**config.mk**
```make
export PLATFORM = sky130hd
export DESIGN_NAME = regfile_wb_arb
export DESIGN_NICKNAME = d
export VERILOG_FILES = /design/src/rtl/wb_pkg.sv /design/src/rtl/wb_hold_buf.sv /design/src/rtl/regfile_wb_arb.sv
export SDC_FILE = /design/constraint.sdc
export NUM_CORES = 1
export LEC_CHECK = 0
export CORE_MARGIN = 2
export CORE_UTILIZATION = 44
export CTS_BUF_LIST = sky130_fd_sc_hd__clkbuf_8
export CTS_CLUSTER_DIAMETER = 60
export DETAILED_ROUTE_END_ITERATION = 8
export PLACE_DENSITY = 0.95
export SLEW_MARGIN = 10
export SYNTH_ARGS = -nofsm -noshare
export SYNTH_HDL_FRONTEND = slang
export SYNTH_SLANG_ARGS = --single-unit
```
**constraint.sdc**
```tcl
create_clock -name clk -period 4.1 [get_ports clk]
set_input_delay 0.82 -clock clk [delete_from_list [all_inputs] [get_ports clk]]
set_output_delay 0.82 -clock clk [all_outputs]
set_load 0.01 [all_outputs]
```
**src/rtl/wb_pkg.sv**
```systemverilog
// Shared types and constants for the register-file writeback arbiter.
// Record widths are fixed here; the top-level width parameters must match them.
package wb_pkg;

    localparam int DATA_W_DEFAULT = 32;
    localparam int ADDR_W_DEFAULT = 4;

    // R15 is the PC and has no storage in the register file.
    localparam logic [ADDR_W_DEFAULT-1:0] PC_ADDR = 4'hF;

    typedef struct packed {
        logic [ADDR_W_DEFAULT-1:0] addr;
        logic [DATA_W_DEFAULT-1:0] data;
    } wb_req_t;

    typedef enum logic [1:0] {
        GNT_NONE,
        GNT_ALU,
        GNT_HOLD
    } grant_e;

endpackage

```
**src/rtl/wb_hold_buf.sv**
```systemverilog
// Single-entry holding register for multiplier results.
// A starve counter tracks lost arbitrations and raises hold_force at STARVE_MAX.
module wb_hold_buf
    import wb_pkg::*;
#(
    parameter int STARVE_MAX = 4
) (
    input  logic    clk,
    input  logic    rst_n,
    input  logic    mul_valid,
    input  wb_req_t mul_req,
    input  logic    hold_gnt,
    output logic    mul_ready,
    output logic    hold_valid,
    output wb_req_t hold_req,
    output logic    hold_force
);

    localparam logic [3:0] STARVE_LIMIT = 4'(STARVE_MAX);

    logic    hold_valid_q, hold_valid_d;
    wb_req_t hold_req_q,   hold_req_d;
    logic [3:0] starve_cnt_q, starve_cnt_d;

    always_comb begin
        // NOTE: every always_comb output gets a default first so no path
        // leaves it unassigned, which would otherwise infer a latch.
        hold_valid_d = hold_valid_q;
        hold_req_d   = hold_req_q;
        starve_cnt_d = starve_cnt_q;

        if (hold_valid_q) begin
            if (hold_gnt) begin
                // Draining cycle: mul_ready is still low, so no refill here.
                hold_valid_d = 1'b0;
                starve_cnt_d = '0;
            end else if (starve_cnt_q != 4'hF) begin
                starve_cnt_d = starve_cnt_q + 4'd1;
            end
        end else begin
            starve_cnt_d = '0;
            if (mul_valid) begin
                hold_valid_d = 1'b1;
                hold_req_d   = mul_req;
            end
        end
    end

    // NOTE: sequential state uses non-blocking assignments so every flop
    // samples its _d value from before the edge, independent of block order.
    always_ff @(posedge clk or negedge rst_n) begin
        if (!rst_n) begin
            hold_valid_q <= 1'b0;
            hold_req_q   <= '0;
            starve_cnt_q <= '0;
        end else begin
            hold_valid_q <= hold_valid_d;
            hold_req_q   <= hold_req_d;
            starve_cnt_q <= starve_cnt_d;
        end
    end

    assign mul_ready  = !hold_valid_q;
    assign hold_valid = hold_valid_q;
    assign hold_req   = hold_req_q;
    assign hold_force = hold_valid_q && (starve_cnt_q == STARVE_LIMIT);

endmodule

```
**src/rtl/regfile_wb_arb.sv**
```systemverilog
// Writeback arbiter owning the register-file write port (we3/wa3/wd3).
// Optional macro WB_BYPASS_EN adds write-to-read forwarding on rd1_byp/rd2_byp.
module regfile_wb_arb
    import wb_pkg::*;
#(
    parameter int DATA_W     = DATA_W_DEFAULT,
    parameter int ADDR_W     = ADDR_W_DEFAULT,
    parameter int STARVE_MAX = 4
) (
    input  logic              clk,
    input  logic              rst_n,
    input  logic              alu_valid,
    output logic              alu_ready,
    input  logic [ADDR_W-1:0] alu_addr,
    input  logic [DATA_W-1:0] alu_data,
    input  logic              mul_valid,
    output logic              mul_ready,
    input  logic [ADDR_W-1:0] mul_addr,
    input  logic [DATA_W-1:0] mul_data,
    output logic              we3,
    output logic [ADDR_W-1:0] wa3,
    output logic [DATA_W-1:0] wd3,
    output logic              pc_we,
    output logic [DATA_W-1:0] pc_wd,
    output logic              busy,
    input  logic [DATA_W-1:0] rf_rd1,
    input  logic [DATA_W-1:0] rf_rd2,
    input  logic [ADDR_W-1:0] ra1,
    input  logic [ADDR_W-1:0] ra2,
    output logic [DATA_W-1:0] rd1_byp,
    output logic [DATA_W-1:0] rd2_byp
);

    logic    hold_valid;
    logic    hold_force;
    logic    hold_gnt;
    wb_req_t hold_req;
    wb_req_t mul_req;
    wb_req_t alu_req;
    wb_req_t sel_req;
    grant_e  gnt;

    assign mul_req = '{addr: mul_addr, data: mul_data};
    assign alu_req = '{addr: alu_addr, data: alu_data};

    wb_hold_buf #(
        .STARVE_MAX (STARVE_MAX)
    ) u_hold_buf (
        .clk        (clk),
        .rst_n      (rst_n),
        .mul_valid  (mul_valid),
        .mul_req    (mul_req),
        .hold_gnt   (hold_gnt),
        .mul_ready  (mul_ready),
        .hold_valid (hold_valid),
        .hold_req   (hold_req),
        .hold_force (hold_force)
    );

    // A starved hold result pre-empts the ALU; alu_ready ignores alu_valid.
    always_comb begin
        gnt       = GNT_NONE;
        alu_ready = !hold_force;
        if (hold_force) begin
            gnt = GNT_HOLD;
        end else if (alu_valid) begin
            gnt = GNT_ALU;
        end else if (hold_valid) begin
            gnt = GNT_HOLD;
        end
    end

    assign hold_gnt = (gnt == GNT_HOLD);
    assign sel_req  = (gnt == GNT_HOLD) ? hold_req : alu_req;

    logic              we3_q,   we3_d;
    logic [ADDR_W-1:0] wa3_q,   wa3_d;
    logic [DATA_W-1:0] wd3_q,   wd3_d;
    logic              pc_we_q, pc_we_d;
    logic [DATA_W-1:0] pc_wd_q, pc_wd_d;

    // R15 writes become PC redirects and leave the file's write port untouched.
    always_comb begin
        we3_d   = 1'b0;
        pc_we_d = 1'b0;
        wa3_d   = wa3_q;
        wd3_d   = wd3_q;
        pc_wd_d = pc_wd_q;
        if (gnt != GNT_NONE) begin
            if (sel_req.addr == PC_ADDR) begin
                pc_we_d = 1'b1;
                pc_wd_d = sel_req.data;
            end else begin
                we3_d = 1'b1;
                wa3_d = sel_req.addr;
                wd3_d = sel_req.data;
            end
        end
    end

    always_ff @(posedge clk or negedge rst_n) begin
        if (!rst_n) begin
            we3_q   <= 1'b0;
            wa3_q   <= '0;
            wd3_q   <= '0;
            pc_we_q <= 1'b0;
            pc_wd_q <= '0;
        end else begin
            we3_q   <= we3_d;
            wa3_q   <= wa3_d;
            wd3_q   <= wd3_d;
            pc_we_q <= pc_we_d;
            pc_wd_q <= pc_wd_d;
        end
    end

    assign we3   = we3_q;
    assign wa3   = wa3_q;
    assign wd3   = wd3_q;
    assign pc_we = pc_we_q;
    assign pc_wd = pc_wd_q;
    assign busy  = hold_valid;

`ifdef WB_BYPASS_EN
    // Covers the cycle where the write sits on the port but the file is stale.
    assign rd1_byp = (we3_q && (wa3_q == ra1) && (ra1 != PC_ADDR)) ? wd3_q : rf_rd1;
    assign rd2_byp = (we3_q && (wa3_q == ra2) && (ra2 != PC_ADDR)) ? wd3_q : rf_rd2;
`else
    logic unused_ra;
    assign unused_ra = ^{ra1, ra2};
    assign rd1_byp   = rf_rd1;
    assign rd2_byp   = rf_rd2;
`endif

endmodule

```
Yosys cells after proc, flatten, opt, wreduce, memory -nomap -nowiden
Index checks and enable logic that the tools add are counted.

Register bits after elaboration: 111. Input bits: 148. Output and inout bits: 137.

Reductions and logical operators: 7. Bitwise gates (word level): 2. Add/subtract/negate cells: 1. Mux-type cells: 14. Eq/ne operators: 5.

Operators by type and width (number): 36-bit two-way mux (1); 4-bit two-way mux (3); 1-bit two-way mux (7); 2-bit two-way mux (3); 2-bit AND reduction (3); 4-bit by 1-bit adder with 4-bit output (second input constant) (1); 4-bit by 3-bit == test with 1-bit output (second input constant) (1); 4-bit == test (second input constant) (1); 4-bit != test (second input constant) (1); 3-bit != test (second input constant) (1); 2-bit == test (second input constant) (1); 1-bit logical NOT (2); 1-bit NOT (2); 2-bit nonzero test (1); 1-bit logical AND (1).

Depth between registers and ports, before layout
Gate-level depths: netlist of the first run.

Depth after elaboration: 8. Mapped depth: 9. Gate-level depth less buffers: 6.

Cells and area by module
A second synthesis of the first run with hierarchy kept.

Cells, all modules: 476. Area total of the unflattened synthesis: 5504.0 um2.

Modules (own cells, without submodules): regfile_wb_arb (area each 3736.1 um2, times used 1, seq. area each 1751.7 um2, cells an instance 372); wb_hold_buf (area each 1767.9 um2, times used 1, seq. area each 1026.0 um2, cells an instance 104).

Least setup slack after synthesis of the first run
Ideal clock, no wire load.

Path type: input-to-reg. Start point: input mul_valid. End point: register u_hold_buf.hold_req_q, in the netlist u_hold_buf.hold_req[8]. Setup slack: 2.135 ns. Stages on the path: 4. Data arrival time: 1.841 ns. Path buffers: 2. Required time: 3.975 ns. Cells stage by stage: nor2b_1 clkbuf_1 buf_2 mux2_2.

Word-level cells in the longest chain between the ends: 1.

RTL lines: start: declaration (line regfile_wb_arb.sv:16) `input logic mul_valid,`; 2-bit AND reduction (no line); end signal: assignment (line wb_hold_buf.sv:58) `hold_req_q <= hold_req_d;`; end: declaration (line wb_hold_buf.sv:22) `wb_req_t hold_req_q, hold_req_d;`.

No other way between the ends. A chain may end at the register's enable or synchronous reset.

Worst setup path in the final report of the first run
Start point: register u_hold_buf.starve_cnt_q[0]. End point: output alu_ready.

Word-level cells in the longest chain between the ends: 3.

RTL lines: start: declaration (line wb_hold_buf.sv:23) `logic [3:0] starve_cnt_q, starve_cnt_d;`; start signal: assignment (line wb_hold_buf.sv:59) `starve_cnt_q <= starve_cnt_d;`; 4-bit by 3-bit == test with 1-bit output (line wb_hold_buf.sv:66) `assign hold_force = hold_valid_q && (starve_cnt_q == STARVE_LIMIT);`; 1-bit logical AND (line wb_hold_buf.sv:66); 1-bit logical NOT (line regfile_wb_arb.sv:63) `alu_ready = !hold_force;`; end: declaration (line regfile_wb_arb.sv:13) `output logic alu_ready,`.

No other way between the ends.

==> results of run 1 <==
[kinds of logic (layout without fill, tap and decap cells)]
| kind of cell | Yosys count | count (layout) | share of synthesized area (%) |
|---|---|---|---|
| and+or+nand+nor | 19 | 19 | 2.08 |
| xor gates and xnor gates | 1 | 1 | 0.165 |
| buffers and inverters | 147 | 240 | 16.3 |
| muxes | 137 | 137 | 26.8 |
| adders and majority gates | 2 | 2 | 0.472 |
| DFF | 111 | 111 | 52.3 |
| AOI/OAI and AO/OA | 9 | 9 | 1.82 |
[worst register-to-register path: cells and delay by family, from the launching register on]
family / cells / cell delay (ns)
and+or+nand+nor: 1 / 0.16
AOI/OAI and AO/OA: 2 / 0.84
adders and majority gates: 1 / 0.19
DFF: 1 / 0.45
muxes: 1 / 0.24
buffers and inverters: 2 / 0.37
[per-stage QoR]
stage	hold slack (ns)	std cells	power, uW	util [%]	setup slack (ns)
floorplan	0.458	426	3000	-	2.13
global placement	0.467	650	3900	54.1	1.33
detailed placement	0.477	650	4020	54.1	1.25
CTS	0.502	666	4780	56.0	1.45
global route	0.519	666	5020	56.0	1.40
finish	0.497	666	4730	56.0	1.46
[Yosys cell counts, types with 2 or more instances]
library cell  count
nand4_1           2
a2bb2oi_2         2
mux2i_1          97
buf_2             3
inv_1            68
nor3_1            2
buf_4            67
dfrtp_1         111
nor2_1            4
mux2_1           26
ha_1              2
nand3_1           2
mux2_2           14
o21ai_0           2
nand2_1           5
buf_6             8
[area by class of cell]
| cell class | instances | area share, % |
|---|---|---|
| multi-input combinational | 168 | 25.2 |
| timing repair buffer | 156 | 23.3 |
| inverter | 68 | 3.83 |
| tap | 147 | 2.76 |
| clock inverter | 7 | 1.52 |
| clock buffer | 9 | 1.86 |
| sequential | 111 | 41.6 |
[worst paths after layout]
check                                                 endpoint  slack [ns]  depth (start not counted)
hold / removal             u_hold_buf.hold_req[10]$_DFFE_PN0P_        0.50                          1
max in group asynchronous  u_hold_buf.hold_req[14]$_DFFE_PN0P_        2.65                          2
setup / recovery                                     alu_ready        1.46                          4
setup reg to reg                         pc_wd[13]$_DFFE_PN0P_        1.77                          7
min in group asynchronous                   wa3[1]$_DFFE_PN0P_        0.60                          1
hold reg to reg            u_hold_buf.hold_req[10]$_DFFE_PN0P_        0.50                          1
[power by group]
group / total (uW) / switching [uW] / internal [uW]
clock: 741 / 389 / 352
sequential: 1950 / 327 / 1630
combinational: 2030 / 902 / 1130
total: 4730 / 1620 / 3110
[state kept, by name, indices dropped and copies added, names as in the netlist]
register / flops
u_hold_buf.hold_req: 36
pc_wd: 32
wd3: 32
u_hold_buf.starve_cnt_q: 4
wa3: 4
pc_we: 1
u_hold_buf.hold_valid: 1
we3: 1
[metal layers]
| metal | GRT usage, % | vias to the layer above |
|---|---|---|
| met3 | 5.58 | 31 |
| met1 | 21.8 | 1677 |
| met2 | 37.8 | 123 |
| met5 | 0 | - |
| li1 | - | 1496 |
| met4 | 6.50 | 0 |
==> out/results.tsv, run 1 <==
stage	metric	value	unit
clock_tree	Worst-path clk slew	0.11	ns
setup_path	Critical R2R Launch	u_hold_buf.starve_cnt_q[0]$_DFFE_PN0P_	
route	Max Used Layer	met4	
layout	n_diodes	0	
setup_path	Worst setup EP type	primary output	
floorplan	Ports	285	
logic_synthesis	distinct cell type count after synthesis	27	
setup_path	top cell family by delay on the critical path	buffers and inverters	
layout	Area Overhead vs Synth	25.7	%
clock_tree	CTS tree	done	
clock_tree	Post-CTS Hold Fix Bufs	0	
job	Max Cap Viol	0	
sta	final hold vios	0	
layout	# fillers	983	
route	routed len/inst	19.3	microns
route	Starting DRT DRC Count	142	
clock_tree	CTS root buf	clkbuf_8	
pwr	pwr dens	709	nW/um^2
sta	RSZ-0062 raised after global routing	no	
layout	post-route cell area	6670	sq um
route	Post-Route WL	12900	microns
clock_tree	CTS Buf Count	9	
sta	Final Skew	0.0113	ns
logic_synthesis	register bit total from synthesis	111	
logic_synthesis	largest area contributor in the netlist	dfrtp_1	
layout	Multi-input gate area	1680	sq um
floorplan	die area	13000	sq um
route	wire length on met2	7140	microns
sta	endpoints failing setup	0	
logic_synthesis	sequential cell area fraction in the yosys report	52.3	%
layout	layout cells sized above 1	9.06	%
logic_synthesis	post-synth net total	576	
setup_path	Required @ worst endpoint	3.28	ns
global_routing	GRT overflow	0	
sta	post-route setup TNS	0	ns
logic_synthesis	top cell type's share of synthesized area	52.3	%
logic_synthesis	Primary FF master, synth	dfrtp_1	
place	GPL Wtd Cong	0.770	
global_routing	initial antenna violation count	0	
logic_synthesis	largest cells by area after synthesis	dfrtp_1 52%, mux2i_1 18%, buf_4 9.5%	
setup_path	crit path max fanout	5	
setup_path	worst path arrival time	1.82	ns
setup_path	slowest stage delay, CP	0.57	ns
clock_tree	clock latency on the worst-skew pair	0.37	ns
setup_path	nature of the critical path startpoint	register	
route	post-route ant nets	0	
setup_path	Slowest-stage cell, CP	clkdlybuf4s50_1	
clock_tree	post-CTS setup buffers	0	
logic_synthesis	FFs w/ async S/R, synth	100	%
place	PortBufs	148	
route	drc violations	0	
floorplan	die extent in y	114	microns
sta	final worst-path cycle share	64.5	%
min_path	type of the most critical hold path	register to register	
sta	Slew HR	36.6	%
clock_tree	post-cts gate resize count	0	
route	via count	3327	
clock_tree	Clock Path Buffers	2	
pwr	Max IR drop VDD	352	uV
sta	Final Critical Period	2.64	ns
floorplan	Placement Rows	40	
setup_path	Critical Path Start	u_hold_buf.starve_cnt_q[0]$_DFFE_PN0P_	
status	status	complete, no violations	
place	Area after DPL	6450	sq um
layout	commonest non-fill, non-tap cells in the layout	147 x clkdlybuf4s50_1, 111 x dfrtp_1, 97 x mux2i_1	
global_routing	largest net degree at the start of global routing	79	
place	DP Wirelength	9660	microns
logic_synthesis	Post-Syn Area per Cell	12.5	sq um
logic_synthesis	Yosys Warn Count	0	
layout	commonest non-fill, non-tap cell in the layout	clkdlybuf4s50_1	
min_path	hold_sp	u_hold_buf.hold_req[10]$_DFFE_PN0P_	
setup_path	Setup CP Type	register to primary output	
layout	Sequential Area	2780	sq um
sta	Max Freq	378	MHz
route	Via-to-Cell Ratio	5.00	
clock_tree	H-Tree Depth	3	
route	met3 wire length	811	microns
setup_path	CP Buf/Inv Count	2	
layout	final net count	664	
route	wl on met1	4660	microns
floorplan	Core Box Area	11900	sq um
global_routing	GRT Overall Usage	20.1	%
logic_synthesis	Synth Cell Area	5310	sq um
sta	Slew Viols, Final	0	
sta	Least-Margin Pin Slew	0.950	ns
route	first-pass iteration count of the detailed router	4	
floorplan	Initial Util	44.5	%
floorplan	Die X	114	microns
global_routing	vias in the first global route	3783	
logic_synthesis	number of synthesized flops with an enable pin	0	
logic_synthesis	synthesized instance count	426	
pwr	standby leakage power	0.00304	uW
global_routing	first-pass GRT wire length	20000	microns
setup_path	sequence of cells on the critical path	inv_1, ha_1, nand4b_4, clkdlybuf4s50_1	
clock_tree	CTS Sinks	111	
Note: power is estimated with default switching activity, not from simulation.
==> run 2, diff against run 1 <==
--- a/config.mk
+++ b/config.mk
@@ -6,11 +6,11 @@
 export NUM_CORES = 1
 export LEC_CHECK = 0
 export CORE_MARGIN = 2
-export CORE_UTILIZATION = 44
+export CORE_UTILIZATION = 41
 export CTS_BUF_LIST = sky130_fd_sc_hd__clkbuf_8
 export CTS_CLUSTER_DIAMETER = 60
 export DETAILED_ROUTE_END_ITERATION = 8
-export PLACE_DENSITY = 0.95
+export PLACE_DENSITY = 0.91
 export SLEW_MARGIN = 10
 export SYNTH_ARGS = -nofsm -noshare
 export SYNTH_HDL_FRONTEND = slang
==> constraint.sdc (replaced) <==
create_clock -name clk -period 2.6 [get_ports clk]
set_input_delay 0.52 -clock clk [delete_from_list [all_inputs] [get_ports clk]]
set_output_delay 0.52 -clock clk [all_outputs]
set_load 0.01 [all_outputs]
==> out/results.tsv, run 2 (synthesis results as in run 1) <==
stage	metric	value	unit	change
global_routing	largest net degree at the start of global routing	67		was 79
floorplan	Initial Util	42.0	%	was 44.5%
min_path	type of the most critical hold path	input port to async pin		was register to register
clock_tree	post-cts gate resize count	0		unchanged
clock_tree	Clock Path Buffers	2		unchanged
clock_tree	H-Tree Depth	3		unchanged
place	PortBufs	148		unchanged
clock_tree	clock latency on the worst-skew pair	0.38	ns	was 0.37 ns
sta	final worst-path cycle share	89.4	%	
route	drc violations	0		unchanged
setup_path	worst path arrival time	1.80	ns	was 1.82 ns
sta	endpoints failing setup	0		unchanged
sta	final hold vios	0		unchanged
setup_path	nature of the critical path startpoint	register		unchanged
setup_path	Setup CP Type	register to primary output		unchanged
setup_path	Critical Path Start	u_hold_buf.starve_cnt_q[0]$_DFFE_PN0P_		unchanged
sta	Final Critical Period	2.32	ns	
pwr	standby leakage power	0.00305	uW	was 0.00304 uW
setup_path	crit path max fanout	5		unchanged
setup_path	Worst setup EP type	primary output		unchanged
floorplan	die extent in y	118	microns	was 114 microns
floorplan	Ports	285		unchanged
layout	n_diodes	0		unchanged
pwr	Max IR drop VDD	567	uV	was 352 uV
place	DP Wirelength	9070	microns	was 9660 microns
sta	Final Skew	0.0104	ns	was 0.0113 ns
route	post-route ant nets	0		unchanged
sta	hold slack final	0.464	ns	was 0.497 ns
layout	commonest non-fill, non-tap cell in the layout	clkdlybuf4s50_1		unchanged
layout	max reg flops	36		unchanged
clock_tree	Worst-path clk slew	0.11	ns	about the same
layout	# fillers	1102		was 983
layout	Multi-input gate area	1680	sq um	unchanged
route	routed len/inst	17.8	microns	was 19.3 microns
global_routing	GRT overflow	0		unchanged
floorplan	Core Box Area	12600	sq um	was 11900 sq um
status	status	complete, no violations		unchanged
global_routing	first-pass GRT wire length	20300	microns	was 20000 microns
route	Post-Route WL	12300	microns	was 12900 microns
route	first-pass iteration count of the detailed router	4		unchanged
global_routing	vias in the first global route	3863		was 3783
floorplan	Die X	118	microns	was 114 microns
setup_path	Required @ worst endpoint	2.08	ns	was 3.28 ns
clock_tree	CTS tree	done		unchanged
sta	Max Freq	430	MHz	
layout	final net count	666		was 664
place	GPL Wtd Cong	0.727		was 0.770
layout	Area Overhead vs Synth	26.9	%	was 25.7%
sta	Slew HR	64.7	%	was 36.6%
floorplan	Placement Rows	41		was 40
route	via count	3358		was 3327
clock_tree	CTS Sinks	111		unchanged
sta	Slew Viols, Final	0		unchanged
route	Starting DRT DRC Count	133		was 142
floorplan	die area	13900	sq um	was 13000 sq um
sta	RSZ-0062 raised after global routing	no		unchanged
sta	post-route setup TNS	0	ns	unchanged
layout	commonest non-fill, non-tap cells in the layout	147 x clkdlybuf4s50_1, 111 x dfrtp_1, 97 x mux2i_1		unchanged
job	Max Cap Viol	0		unchanged
setup_path	Critical R2R Launch	u_hold_buf.starve_cnt_q[0]$_DFFE_PN0P_		unchanged
layout	layout cells sized above 1	9.21	%	was 9.06%
pwr	pwr dens	1100	nW/um^2	was 709 nW/um^2
global_routing	GRT Overall Usage	18.5	%	was 20.1%
layout	Sequential Area	2780	sq um	unchanged
sta	Least-Margin Pin Slew	0.530	ns	was 0.950 ns
route	Via-to-Cell Ratio	4.85		was 5.00
clock_tree	CTS Buf Count	9		unchanged
global_routing	initial antenna violation count	0		unchanged
clock_tree	CTS root buf	clkbuf_8		unchanged
pwr	Overall Power	7410	uW	was 4730 uW
clock_tree	post-CTS setup buffers	0		unchanged
run 2: cell count changes in the layout (fill, tap and decap cells not counted), sizes merged:
cell	change
buf	+1
bufinv	-1
clkbuf	+1
clkinv	+2
clkinvlp	-1
dlygate4sd3	+1
inv	-1
run 2: cell type report:
| class | count | share of cell area (%) |
|---|---|---|
| Clock inverter | 6 | 1.13 |
| Timing Repair Buffer | 158 | 23.7 |
| Tap cell | 172 | 3.20 |
| Inverter | 68 | 3.79 |
| Clock buffer | 10 | 2.04 |
| Multi-Input combinational cell | 168 | 24.9 |
| Sequential cell | 111 | 41.2 |
run 2: report_power, final:
part           switching [uW]  total (uW)  internal, uW
Combinational            1420        3230          1810
Clock                     621        1110           488
Sequential                512        3080          2560
run 2: through the flow:
step                setup slack, ns  cells  instance area, sq um  util, %
finish                        0.275    693                  6730     53.4
detailed placement            0.318    676                  6510     51.6
CTS                           0.240    693                  6730     53.4
floorplan                     0.790    426                  5310        -
global placement              0.386    676                  6510     51.6
global route                  0.192    693                  6730     53.4
run 2: worst max-delay path, stage by stage, from the launching register on:
cell and delay, ns:
dfrtp_1 0.45, inv_1 0.06, ha_1 0.23, nand4b_4 0.14, clkdlybuf4s50_1 0.55
run 2: timing repair:
| item | 4_1_cts | 5_1_grt |
|---|---|---|
| hold endpoints to repair | 3 | 0 |
| hold buffers | 1 | 0 |
| setup endpoints to repair | 0 | 0 |
run 2: final timing paths:
path / to / slack [ns] / depth (start not counted)
min reg2reg: u_hold_buf.hold_req[6]$_DFFE_PN0P_ / 0.50 / 1
max in group asynchronous: pc_wd[27]$_DFFE_PN0P_ / 1.42 / 3
min in group clk: u_hold_buf.hold_req[6]$_DFFE_PN0P_ / 0.50 / 1
max reg2reg: wa3[0]$_DFFE_PN0P_ / 0.65 / 6
max: alu_ready / 0.28 / 4
min: pc_wd[18]$_DFFE_PN0P_ / 0.46 / 2
run 2: layer usage:
layer  GRT usage [%]  up-vias  part of all wire (%)
met5           0.368        -                     0
met3            6.40       55                   7.3
met1            19.3     1668                    37
met2            32.7      138                    52
li1                -     1497                     -
met4            9.41        0                   3.7
==> run 3, diff against run 2 <==
--- a/config.mk
+++ b/config.mk
@@ -5,12 +5,13 @@
 export SDC_FILE = /design/constraint.sdc
 export NUM_CORES = 1
 export LEC_CHECK = 0
-export CORE_MARGIN = 2
-export CORE_UTILIZATION = 41
+export CORE_AREA = 2 2 109 111
 export CTS_BUF_LIST = sky130_fd_sc_hd__clkbuf_8
 export CTS_CLUSTER_DIAMETER = 60
 export DETAILED_ROUTE_END_ITERATION = 8
-export PLACE_DENSITY = 0.91
+export DIE_AREA = 0 0 111 113
+export DONT_BUFFER_PORTS = 1
+export PLACE_DENSITY = 0.69
 export SLEW_MARGIN = 10
 export SYNTH_ARGS = -nofsm -noshare
 export SYNTH_HDL_FRONTEND = slang
==> out/results.tsv, run 3 (synthesis results as in run 1) <==
stage	metric	value	unit	change
status	status	complete, but fails checks		was complete, no violations
status	failing checks	hold timing		
setup_path	slowest stage delay, CP	0.60	ns	was 0.55 ns
layout	final net count	515		was 666
place	DP Wirelength	7890	microns	was 9070 microns
clock_tree	CTS root buf	clkbuf_8		unchanged
sta	final worst-path cycle share	79.9	%	was 89.4%
global_routing	first-pass GRT wire length	17100	microns	was 20300 microns
pwr	Max IR drop VDD	515	uV	was 567 uV
setup_path	crit path max fanout	16		was 5
clock_tree	clock latency on the worst-skew pair	0.38	ns	about the same
sta	Slew HR	61.7	%	was 64.7%
floorplan	Placement Rows	39		was 41
route	Post-Route WL	11100	microns	was 12300 microns
layout	# fillers	1032		was 1102
setup_path	sequence of cells on the critical path	inv_1, o21ai_4, buf_4, mux2i_1, mux2i_1		was inv_1, ha_1, nand4b_4, clkdlybuf4s50_1
route	routed len/inst	21.6	microns	was 17.8 microns
sta	post-route setup TNS	0	ns	unchanged
setup_path	Setup CP Type	register to register		was register to primary output
route	Via-to-Cell Ratio	5.33		was 4.85
setup_path	worst path arrival time	2.33	ns	was 1.80 ns
setup_path	nature of the critical path startpoint	register		unchanged
route	Starting DRT DRC Count	113		was 133
sta	final hold vios	111		was 0
clock_tree	post-CTS setup buffers	0		unchanged
floorplan	Ports	285		unchanged
floorplan	die area	12500	sq um	was 13900 sq um
sta	Final Skew	0.00833	ns	was 0.0104 ns
sta	endpoints failing setup	0		unchanged
setup_path	Worst setup EP type	register		was primary output
global_routing	GRT Overall Usage	17.8	%	was 18.5%
route	via count	2733		was 3358
layout	max reg flops	36		unchanged
sta	Slew Viols, Final	0		unchanged
sta	RSZ-0062 raised after global routing	no		unchanged
floorplan	Die X	111	microns	was 118 microns
setup_path	FF-to-FF setup slack	0.52	ns	was 0.65 ns
clock_tree	CTS Sinks	111		unchanged
sta	Least-Margin Pin Slew	0.574	ns	was 0.530 ns
route	post-route ant nets	0		unchanged
clock_tree	CTS tree	done		unchanged
sta	hold slack final	-0.173	ns	was 0.464 ns
floorplan	Core Box Area	11300	sq um	was 12600 sq um
global_routing	largest net degree at the start of global routing	112		was 67
route	first-pass iteration count of the detailed router	4		unchanged
place	GPL Wtd Cong	0.772		was 0.727
setup_path	cell mode on critical path	mux2i_1		
pwr	pwr dens	1180	nW/um^2	was 1100 nW/um^2
pwr	Overall Power	6050	uW	was 7410 uW
clock_tree	Worst-path clk slew	0.10	ns	was 0.11 ns
floorplan	Initial Util	47.1	%	was 42.0%
place	PortBufs	0		was 148
clock_tree	CTS Buf Count	9		unchanged
place	pre-CTS WS	0.529	ns	was 0.318 ns
min_path	type of the most critical hold path	input port to async pin		unchanged
global_routing	vias in the first global route	2942		was 3863
setup_path	Required @ worst endpoint	2.86	ns	was 2.08 ns
setup_path	Worst Reg-to-Reg Cells	5		was 6
setup_path	Reg-to-Reg End	wd3[21]$_DFFE_PN0P_		was wa3[0]$_DFFE_PN0P_
clock_tree	Clock Path Buffers	2		unchanged
global_routing	GRT overflow	0		unchanged
sta	Final Critical Period	2.08	ns	was 2.32 ns
setup_path	Slowest-stage cell, CP	dfrtp_1		was clkdlybuf4s50_1
layout	commonest non-fill, non-tap cell in the layout	dfrtp_1		was clkdlybuf4s50_1
layout	Area Overhead vs Synth	-2.97	%	was 26.9%
clock_tree	H-Tree Depth	3		unchanged
layout	n_diodes	0		unchanged
layout	layout cells sized above 1	12.2	%	was 9.21%
job	Max Cap Viol	0		unchanged
layout	commonest non-fill, non-tap cells in the layout	111 x dfrtp_1, 97 x mux2i_1, 68 x inv_1		was 147 x clkdlybuf4s50_1, 111 x dfrtp_1, 97 x mux2i_1
route	drc violations	0		unchanged
pwr	standby leakage power	0.00245	uW	was 0.00305 uW
sta	setup ws final	0.522	ns	was 0.275 ns
setup_path	Critical R2R Launch	u_hold_buf.hold_valid$_DFF_PN0_		was u_hold_buf.starve_cnt_q[0]$_DFFE_PN0P_
clock_tree	post-cts gate resize count	0		unchanged
floorplan	die extent in y	113	microns	was 118 microns
sta	Max Freq	481	MHz	was 430 MHz
global_routing	initial antenna violation count	0		unchanged
run 3: worst max-delay path: cells and delay by family (launching register included):
family / cells / cell delay (ns)
AO/OA/AOI/OAI: 1 / 0.31
buffers and inverters: 2 / 0.59
flip-flops: 1 / 0.60
multiplexers: 2 / 0.43
run 3: worst max path at each step:
stage,from,to,cells past startpoint
2_1_floorplan,u_hold_buf.starve_cnt_q[0]$_DFFE_PN0P_,wa3[0]$_DFFE_PN0P_,6
3_3_place_gp,u_hold_buf.hold_valid$_DFF_PN0_,wd3[22]$_DFFE_PN0P_,5
5_1_grt,u_hold_buf.hold_valid$_DFF_PN0_,wd3[16]$_DFFE_PN0P_,5
6_report,u_hold_buf.hold_valid$_DFF_PN0_,wd3[21]$_DFFE_PN0P_,5
4_1_cts,u_hold_buf.hold_valid$_DFF_PN0_,wd3[25]$_DFFE_PN0P_,5
3_5_place_dp,u_hold_buf.hold_valid$_DFF_PN0_,wd3[25]$_DFFE_PN0P_,5
run 3: metrics by stage:
step	hold WS (ns)	utilization [%]	instance area, sq um	instances
6_report	-0.173	45.7	5150	513
5_1_grt	-0.202	45.7	5150	513
4_1_cts	-0.207	45.7	5150	513
3_5_place_dp	0.228	44.0	4950	497
3_3_place_gp	0.228	44.0	4950	497
2_1_floorplan	0.224	-	5310	426
run 3: layer usage:
metal | share of wire, % | vias up | global-route usage [%]
met5 | 0 | - | 1.18
met4 | 2.6 | 0 | 8.75
met3 | 10 | 27 | 7.28
met2 | 51 | 137 | 30.3
met1 | 37 | 1376 | 19.4
li1 | - | 1193 | -
run 3: report_power, final:
group | switching [uW] | internal [uW]
Sequential | 878 | 2570
Combinational | 802 | 797
Clock | 560 | 449
Total | 2240 | 3810
run 3: cell type report:
class | instances | area, sq um | share of cell area [%]
sequential | 111 | 2780 | 53.9
multi-input combinational | 168 | 1680 | 32.6
inverter | 68 | 255 | 4.96
clock buffer | 13 | 179 | 3.48
tap | 143 | 179 | 3.48
timing repair buffer | 7 | 65.1 | 1.26
clock inverter | 3 | 15.0 | 0.292
